**config.mk**
```make
export PLATFORM = sky130hd
export DESIGN_NAME = shift_sequencer
export DESIGN_NICKNAME = d
export VERILOG_FILES = /design/src/rtl/shift_sequencer.sv
export SDC_FILE = /design/constraint.sdc
export NUM_CORES = 1
export LEC_CHECK = 0
export CAP_MARGIN = 5
export CORE_MARGIN = 2
export CORE_UTILIZATION = 40
export DETAILED_ROUTE_END_ITERATION = 8
export PLACE_DENSITY = 0.88
export SLEW_MARGIN = 20
export SYNTH_ARGS = -nofsm -noshare
export SYNTH_HDL_FRONTEND = slang
export SYNTH_SLANG_ARGS = --single-unit
export TNS_END_PERCENT = 30
```
**constraint.sdc**
```tcl
create_clock -name clk -period 1.4 [get_ports clk]
set_input_delay 0.28 -clock clk [delete_from_list [all_inputs] [get_ports clk]]
set_output_delay 0.28 -clock clk [all_outputs]
set_load 0.01 [all_outputs]
```
**src/rtl/shift_sequencer.sv**
```systemverilog
// Multi-cycle shift sequencer: IDLE -> LOAD -> SHIFT -> CAPTURE -> DONE.
// Optional SHIFT_ZERO_SKIP_EN skips the SHIFT state when the latched amount is zero.
`timescale 1ns/1ps

module shift_sequencer (
    input  logic       clk,
    input  logic       reset,
    input  logic       start,
    input  logic [2:0] op,
    input  logic [4:0] shamt,
    input  logic [4:0] amt_var,
    output logic [2:0] SHIFTER_control,
    output logic       M_SHIFTER,
    output logic [2:0] M_ALUOut_control,
    output logic       alu_out_wr,
    output logic       busy,
    output logic       done,
    output logic       err
);

`ifdef SHIFT_ZERO_SKIP_EN
    localparam logic ZERO_SKIP_EN = 1'b1;
`else
    localparam logic ZERO_SKIP_EN = 1'b0;
`endif

    typedef enum logic [2:0] {
        IDLE    = 3'd0,
        LOAD    = 3'd1,
        SHIFT   = 3'd2,
        CAPTURE = 3'd3,
        DONE    = 3'd4
    } state_t;

    function automatic logic op_legal(input logic [2:0] op_in);
        case (op_in)
            3'b000, 3'b001, 3'b010, 3'b011, 3'b100, 3'b101: op_legal = 1'b1;
            default:                                        op_legal = 1'b0;
        endcase
    endfunction

    function automatic logic op_is_var(input logic [2:0] op_in);
        case (op_in)
            3'b011, 3'b100, 3'b101: op_is_var = 1'b1;
            default:                op_is_var = 1'b0;
        endcase
    endfunction

    function automatic logic [2:0] dir_code(input logic [2:0] op_in);
        case (op_in)
            3'b000, 3'b011: dir_code = 3'b010;
            3'b001, 3'b100: dir_code = 3'b011;
            3'b010, 3'b101: dir_code = 3'b100;
            default:        dir_code = 3'b000;
        endcase
    endfunction

    state_t     state_r, next_state_s;
    logic [2:0] dir_r, dir_n_s;
    logic [4:0] amt_r, amt_n_s;
    logic       var_r, var_n_s;
    logic       accept_s, reject_s;

    logic [2:0] ctrl_s, mux_s;
    logic       msh_s, wr_s, busy_s, done_s;
    logic [2:0] ctrl_r, mux_r;
    logic       msh_r, wr_r, busy_r, done_r, err_r;

    assign accept_s = (state_r == IDLE) && start && op_legal(op);
    assign reject_s = (state_r == IDLE) && start && !op_legal(op);

    // Operation latch: captured only when a legal request is accepted in IDLE
    always_comb begin
        dir_n_s = dir_r;
        amt_n_s = amt_r;
        var_n_s = var_r;
        if (accept_s) begin
            dir_n_s = dir_code(op);
            var_n_s = op_is_var(op);
            amt_n_s = op_is_var(op) ? amt_var : shamt;
        end else begin
            dir_n_s = dir_r;
            amt_n_s = amt_r;
            var_n_s = var_r;
        end
    end

    // Next-state sequencing
    always_comb begin
        next_state_s = state_r;
        case (state_r)
            IDLE: begin
                if (accept_s) begin
                    next_state_s = LOAD;
                end else begin
                    next_state_s = IDLE;
                end
            end
            LOAD: begin
                if (ZERO_SKIP_EN && (amt_r == 5'd0)) begin
                    next_state_s = CAPTURE;
                end else begin
                    next_state_s = SHIFT;
                end
            end
            SHIFT:   next_state_s = CAPTURE;
            CAPTURE: next_state_s = DONE;
            DONE:    next_state_s = IDLE;
            default: next_state_s = IDLE;
        endcase
    end

    // Command decode for the upcoming state; registered below so outputs align with state
    always_comb begin
        ctrl_s = 3'b000;
        mux_s  = 3'b000;
        msh_s  = 1'b0;
        wr_s   = 1'b0;
        done_s = 1'b0;
        busy_s = (next_state_s != IDLE);
        case (next_state_s)
            LOAD: begin
                ctrl_s = 3'b001;
                msh_s  = var_n_s;
            end
            SHIFT: begin
                ctrl_s = dir_n_s;
                msh_s  = var_n_s;
            end
            CAPTURE: begin
                mux_s  = 3'b010;
                wr_s   = 1'b1;
                msh_s  = var_n_s;
            end
            DONE:    done_s = 1'b1;
            default: ctrl_s = 3'b000;
        endcase
    end

    // State and latched operation registers
    always_ff @(posedge clk or negedge reset) begin
        if (!reset) begin
            state_r <= IDLE;
            dir_r   <= 3'b000;
            amt_r   <= 5'd0;
            var_r   <= 1'b0;
        end else begin
            state_r <= next_state_s;
            dir_r   <= dir_n_s;
            amt_r   <= amt_n_s;
            var_r   <= var_n_s;
        end
    end

    // Output registers; reset clears them at once so an aborted op emits nothing
    always_ff @(posedge clk or negedge reset) begin
        if (!reset) begin
            ctrl_r <= 3'b000;
            mux_r  <= 3'b000;
            msh_r  <= 1'b0;
            wr_r   <= 1'b0;
            busy_r <= 1'b0;
            done_r <= 1'b0;
            err_r  <= 1'b0;
        end else begin
            ctrl_r <= ctrl_s;
            mux_r  <= mux_s;
            msh_r  <= msh_s;
            wr_r   <= wr_s;
            busy_r <= busy_s;
            done_r <= done_s;
            err_r  <= reject_s;
        end
    end

    assign SHIFTER_control  = ctrl_r;
    assign M_SHIFTER        = msh_r;
    assign M_ALUOut_control = mux_r;
    assign alu_out_wr       = wr_r;
    assign busy             = busy_r;
    assign done             = done_r;
    assign err              = err_r;

endmodule

```
; Yosys cells after proc, flatten, opt, wreduce, memory -nomap -nowiden
; Cells that the tools add are included.
[totals]
regBits = 18
latchBits = 0
ram_bits = 0
rom_bits = 0
inputBits = 16
word_cells = 47
mem_count = 0
[classes]
add_sub_neg = 0
multipliers = 0
n_div = 0
magnitude_cmp = 0
n_eq_ne = 12
shifts = 0
n_mux = 12
n_bitwise = 0
reduce_logical = 13
[op_table]
columns = cell, n
row1 = 3-bit by 2-bit equality test with 1-bit output (second input constant), 6
row2 = 3-bit case mux with 4 select lines, 1
row3 = 3-bit by 1-bit equality test with 1-bit output (second input constant), 3
row4 = 3-bit equality test (second input constant), 3
row5 = 3-bit case mux with 3 select lines, 1
row6 = 1-bit 2-to-1 mux, 7
row7 = 3-bit logical NOT, 2
row8 = 3-bit case mux with 2 select lines, 1
row9 = 2-bit OR reduction, 3
row10 = 3-bit OR reduction, 2
row11 = 6-bit OR reduction, 1
row12 = 1-bit logical AND, 3
row13 = 3-bit 2-to-1 mux, 1
row14 = 3-bit nonzero test, 1
row15 = 2-bit 2-to-1 mux, 1
row16 = 1-bit logical NOT, 1

; Depth between registers and ports, before layout
; Gate-level depths: netlist of the first run.
[depth]
ltp_word = 9
depth_mapped = 4
mapped_depth_nobuf = 3

; Worst setup path after synthesis of the first run
; OpenSTA, ideal clock, no wires.
[synth_timing]
path_type = reg2reg
from = register state_r[1]
to = register dir_r[1]
setup_time_ns = 0.118
arrival_ns = 1.149
slack_ns = 0.133
path_stages_with_launch = 5
path_buffers = 1
path_cell_list = dfrtp_1 -> buf_6 -> nor4b_4 -> nand2_2 -> a21o_1
[synth_via]
elab_chain_cells = 4
[synth_lines]
columns = element, line
row1 = "start, declared", 58  ; state_t state_r, next_state_s;
row2 = "start signal, assigned", 148  ; state_r <= next_state_s;
row3 = 3-bit logical NOT, 69  ; assign accept_s = (state_r == IDLE) && start && op_legal(op);
row4 = 1-bit logical AND (2 in series), 69
row5 = 3-bit 2-to-1 mux, 77  ; if (accept_s) begin
row6 = named net dir_n_s[1], 59  ; logic [2:0] dir_r, dir_n_s;
row7 = "end signal, assigned", 149  ; dir_r <= dir_n_s;
row8 = "end, declared", 59
; The timed path passes the listed nets, and every way through them passes these cells.

; Worst setup path in the final report of the first run
[layout_timing]
from = input start
to = register dir_r[1]
[layout_via]
elab_chain_cells = 3
[layout_lines]
columns = element, line
row1 = "start, declared", 8  ; input logic start,
row2 = 1-bit logical AND (2 in series), 69
row3 = 3-bit 2-to-1 mux, 77
row4 = named net dir_n_s[1], 59
; The timed path passes the listed nets, and every way through them passes these cells.

==> metrics.cfg, run 1 <==
[logic_synthesis]
synthMuxAreaShare_pct=1.76
synth_top_family_by_area=simple AND/OR/NAND/NOR gates
synth_cells=53
synth_most_common_cell=dfrtp_1
ys_seq_area_share_pct=58.6
synthXorXnorAreaFrac_pct=1.37
synth_simple_gate_area_share_pct=18.9
syn_area_per_cell_sq_um=12.1
synth_edf_count=0
yosysWarnings=0
synth_compound_area_share_pct=12.7
synth_fa_ha_area_share_pct=0
synth_area_sq_um=641
ys_types=26
synthArstFlopShare_pct=100
synthTopCellsByArea=dfrtp_1 59%, nor4b_4 3.7%, buf_4 3.5%
yosysTopAreaCellShare_pct=58.6
synth-seq-cells=15
synthFlopType=dfrtp_1
netlist_top_cells_count=15 x dfrtp_1, 5 x nor2_1, 4 x a21oi_1, 3 x buf_4
yosysTopAreaCell=dfrtp_1

[setup_path]
critPathCapture=dir_r[1]$_DFF_PN0_
end_kind=flip-flop
critPathKind=primary input to flip-flop
slowest_delay_ns=0.49
cp.depth=5
cp_slowest_cell=clkdlybuf4s50_1
r2r-end=dir_r[1]$_DFF_PN0_
cp_max_fo=9
required_ns=1.57
rr_worst_depth=4
start_kind=primary input
startpoint=start
path_delay_family=buffers and inverters
r2r_slack_ns=0.18
cp.buffers_inverters=2
crit_chain=clkdlybuf4s50_1 > nor4b_4 > buf_4 > nand2_2 > a21o_1
r2r_start=state_r[2]$_DFF_PN0_
crit_arrival_ns=1.40

[die]
die_h_microns=44.0
num_io_pins=27
std_cell_rows=14
core_area_sq_mm=0.00151
dieWidth_microns=44.0
die_area_sq_mm=0.00194
initial_utilization_pct=42.5

[route]
route.final.wire_length_microns=1270
drtAntennaViolNets=0
drcViolationCount=0
avgViaCountPerCell=5.02
vias=467
drt_iter0_markers=6
dr.pass1.iters=4
detail_route.wl_per_cell_microns=13.6

[clock_tree]
htreeDepth=1
post_cts_resized=9
cts_buffers=3
clock_path_buffers=2
cts_root_buf=clkbuf_4
clock_sinks=15
postCtsSetupBuffers=0
path_clk_slew_ns=0.08
clk_latency_ns=0.27
hold_buffers=0
cts_tree=yes

[finish]
fin_area_sq_um=856
fin_cells=93
n_fill_cell=141
drive_above_1_share_pct=23.4
diodes=0
areaGrowthSynthToFinish_pct=33.6
nNetsFinal=94

[global_routing]
grt_max_degree=16
grt_overflow=0
grt_pass1_wl_microns=2170
grt_antenna_before_repair=0
grtUsageTotal_pct=15.6
grt_pass1_vias=482

[placement]
dp_hpwl_microns=924
dp.cells=89
postPlaceCellArea_sq_um=841
place.gp.congestion=0.688
portBuffers=14
place_ws_ns=-0.122

[min_path]
hp-class=primary input to asynchronous set/reset pin

[power_and_ir_drop]
irDropWorstVdd_mv=0.944
p_per_area_mw_per_mm2=1870
p_leak_nw=0.442

[sta]
fin_skew_ns=0.00152
min_period_over_period_pct=87.9
post-route-min-period_ns=1.23
hold_viol_final=0
holdWs_ns=0.309
rsz0062_at_grt=no
setup_viol=0
max_freq_mhz=813
slew_viol_final=0
setup_ws_ns=0.169

[flow_run]
drv_cap=0

[status]
status=complete, no violations

-- report_power, final --
part	internal (mW)	total, mW	leakage [nW]	switching, mW
combinational	0.346	0.667	0.237	0.321
sequential	0.607	0.695	0.190	0.0879
clock	0.110	0.239	0.0150	0.128
total	1.06	1.60	0.442	0.537
-- metal layers --
layer	vias up	track usage, %	routed length [microns]
met5	-	0	0
met4	0	7.27	0
met3	0	2.86	55
met2	14	26.8	665
met1	226	18.9	545
li1	227	-	-
-- layout by cell type (no fill, tap or decap), drive strengths merged, types with 2 or more instances in the layout --
cell | synthesis | layout
a21o | 2 | 2
a21oi | 4 | 4
and3 | 3 | 3
and3b | 2 | 2
buf | 5 | 10
clkbuf | 0 | 4
clkdlybuf4s50 | 0 | 5
conb | 1 | 2
dfrtp | 15 | 15
dlygate4sd2 | 0 | 9
nand2 | 3 | 3
nor2 | 5 | 5
nor2b | 2 | 2
-- state kept, by name, indices dropped and copies added (netlist names) --
name              count
var_r                 1
M_ALUOut_control      1
err                   1
M_SHIFTER             1
state_r               3
done                  1
dir_r                 3
SHIFTER_control       3
busy                  1
-- through the flow --
| step | setup TNS, ns | power [mW] | util [%] |
|---|---|---|---|
| final | 0 | 1.60 | 56.8 |
| after detailed placement | -0.476 | 1.44 | 55.8 |
| after floorplan | 0 | 1.12 | - |
| after global placement | -0.236 | 1.39 | 55.8 |
| after CTS | 0 | 1.61 | 56.8 |
| after global routing | 0 | 1.72 | 56.8 |
-- logic make-up (layout without fill, tap and decap cells) --
group	Yosys count	in the layout
flops	15	15
simple gates	18	18
buf+inv	5	28
compound gates	12	12
xor+xnor	1	1
other cells	1	2
mux	1	1
-- how the worst min path moves through the flow --
stage                             from                             to  slack, ns
finish                           reset   SHIFTER_control[1]$_DFF_PN0_       0.31
global route                     reset   SHIFTER_control[1]$_DFF_PN0_       0.32
CTS                              reset   SHIFTER_control[1]$_DFF_PN0_       0.30
detailed placement  dir_r[1]$_DFF_PN0_             dir_r[1]$_DFF_PN0_       0.46
global placement    dir_r[1]$_DFF_PN0_             dir_r[1]$_DFF_PN0_       0.46
floorplan                        reset  M_ALUOut_control[1]$_DFF_PN0_      -0.02
-- final cells by class --
type | count | area (sq um) | area share, %
Multi-Input combinational cell | 34 | 230 | 26.9
Tap cell | 16 | 20.0 | 2.34
Timing Repair Buffer | 24 | 204 | 23.8
Sequential cell | 15 | 375 | 43.9
Clock buffer | 4 | 26.3 | 3.07
Power figures use the tool's default switching activity.
==> run 2, diff against run 1 <==
- REMOVE_ABC_BUFFERS: default -> 1
==> run 2 against run 1 <==
  * First-iteration DRC count is 100% lower
  * Combinational power shrank 8.2%
  * Flip-flop and latch count unchanged
  * Clock power shrank 3%
  * Highest routed layer unchanged
  * Via count is 2.4% lower
  * Clock skew rose by 0.0096 ns
  * Sequential share of layout area rose by 0.32 points
  * Critical path type is now flip-flop to flip-flop
==> metrics.cfg, run 2 (synthesized netlist as in run 1, its figures left out) <==
[clock_tree]
clock_sinks=15
cts_root_buf=clkbuf_4
htreeDepth=1
path_clk_slew_ns=0.09
clock_path_buffers=2
cts_buffers=3
cts_tree=yes
clk_latency_ns=0.27

[flow_run]
drv_cap=0

[sta]
min_period_over_period_pct=90.9
max_freq_mhz=786
rsz0062_at_grt=no
fin_skew_ns=0.0112
setup_ws_ns=0.127
slew_viol_final=0
post-route-min-period_ns=1.27
setup_viol=0
hold_viol_final=0
setup_tns_ns=0

[power_and_ir_drop]
p_per_area_mw_per_mm2=1830
irDropWorstVdd_mv=1.03
p_leak_nw=0.440

[route]
vias=456
drcViolationCount=0
drtAntennaViolNets=0
drt_iter0_markers=0
route.final.wire_length_microns=1100
dr.pass1.iters=1
detail_route.wl_per_cell_microns=12.0
avgViaCountPerCell=4.96

[global_routing]
grtUsageTotal_pct=12.8
grt_pass1_wl_microns=1810
grt_overflow=0
grt_pass1_vias=450
grt_max_degree=16
grt_antenna_before_repair=0

[die]
dieWidth_microns=44.0
std_cell_rows=14
initial_utilization_pct=42.5
die_area_sq_mm=0.00194
num_io_pins=27
die_h_microns=44.0
core_area_sq_mm=0.00151

[setup_path]
start_kind=flip-flop
crit_arrival_ns=1.45
critPathKind=flip-flop to flip-flop
end_kind=flip-flop
required_ns=1.58
startpoint=state_r[1]$_DFF_PN0_
cp_max_fo=9
r2r_start=state_r[1]$_DFF_PN0_

[finish]
final_common_cell=dfrtp_1
areaGrowthSynthToFinish_pct=32.6
nNetsFinal=93
layout_common_cells=15 x dfrtp_1, 9 x dlygate4sd2_1, 9 x buf_4
diodes=0
n_fill_cell=136
drive_above_1_share_pct=23.7

[placement]
portBuffers=14
place_ws_ns=-0.0951
dp_hpwl_microns=886
place.gp.congestion=0.682

[min_path]
hp-class=primary input to asynchronous set/reset pin

[status]
status=complete, no violations

==> run 2: cell count changes in the layout (fill, tap and decap cells not counted), sizes merged <==
cell    change
clkinv      +1
clkbuf      -1
buf         -1
==> run 2: through the flow <==
step | utilization (%) | hold slack, ns | power, mW | std cells | instance area, sq um
2_1_floorplan | - | -0.0156 | 1.06 | 49 | 606
3_3_place_gp | 55.3 | 0.458 | 1.37 | 88 | 833
3_5_place_dp | 55.3 | 0.463 | 1.41 | 88 | 833
4_1_cts | 56.4 | 0.305 | 1.58 | 92 | 850
5_1_grt | 56.4 | 0.335 | 1.67 | 92 | 850
6_report | 56.4 | 0.300 | 1.56 | 92 | 850
==> run 2: worst paths after layout <==
kind                                                end  slack, ns  depth (start not counted)
setup / recovery                     dir_r[1]$_DFF_PN0_       0.13                          4
hold / removal                          var_r$_DFF_PN0_       0.30                          2
setup reg to reg                     dir_r[1]$_DFF_PN0_       0.13                          4
hold reg to reg                      dir_r[1]$_DFF_PN0_       0.48                          1
max in group asynchronous  SHIFTER_control[0]$_DFF_PN0_       0.92                          2
min in group clk                     dir_r[1]$_DFF_PN0_       0.48                          1
==> run 2: power breakdown <==
| group | total (mW) | internal [mW] | switching [mW] |
|---|---|---|---|
| Combinational | 0.612 | 0.328 | 0.284 |
| Clock | 0.233 | 0.106 | 0.127 |
| Sequential | 0.712 | 0.606 | 0.106 |
==> run 2: critical path: stages (launching register included) <==
cell and delay [ns]:
dfrtp_1 0.48, nor4b_4 0.27, buf_4 0.20, nand2_2 0.06
a21o_1 0.17
==> run 2: area by class of cell <==
class	count	area [sq um]	area share, %
sequential	15	375	44.2
multi-input combinational	34	230	27.1
timing repair buffer	23	196	23.1
clock buffer	3	22.5	2.65
tap	16	20.0	2.36
clock inverter	1	5.00	0.589
==> run 2: repair_timing <==
item | 4_1_cts | 5_1_grt
setup buffers | 0 | 0
setup endpoints to repair | 9 | 0
hold buffers | 0 | 0
gates resized for setup | 9 | 0
==> run 2: metal layers <==
layer  part of all wire (%)  track usage (%)  vias up
li1                       -                -      228
met1                     43             14.7      217
met2                     52             22.9       11
met3                    4.5             2.45        0
met4                      0             5.45        0
met5                      0                0        -
==> run 3, diff against run 2 <==
- CTS_CLUSTER_DIAMETER: default -> 30
==> results of run 3 <==
Final layout, timing and power as in run 2 (identical DEF).
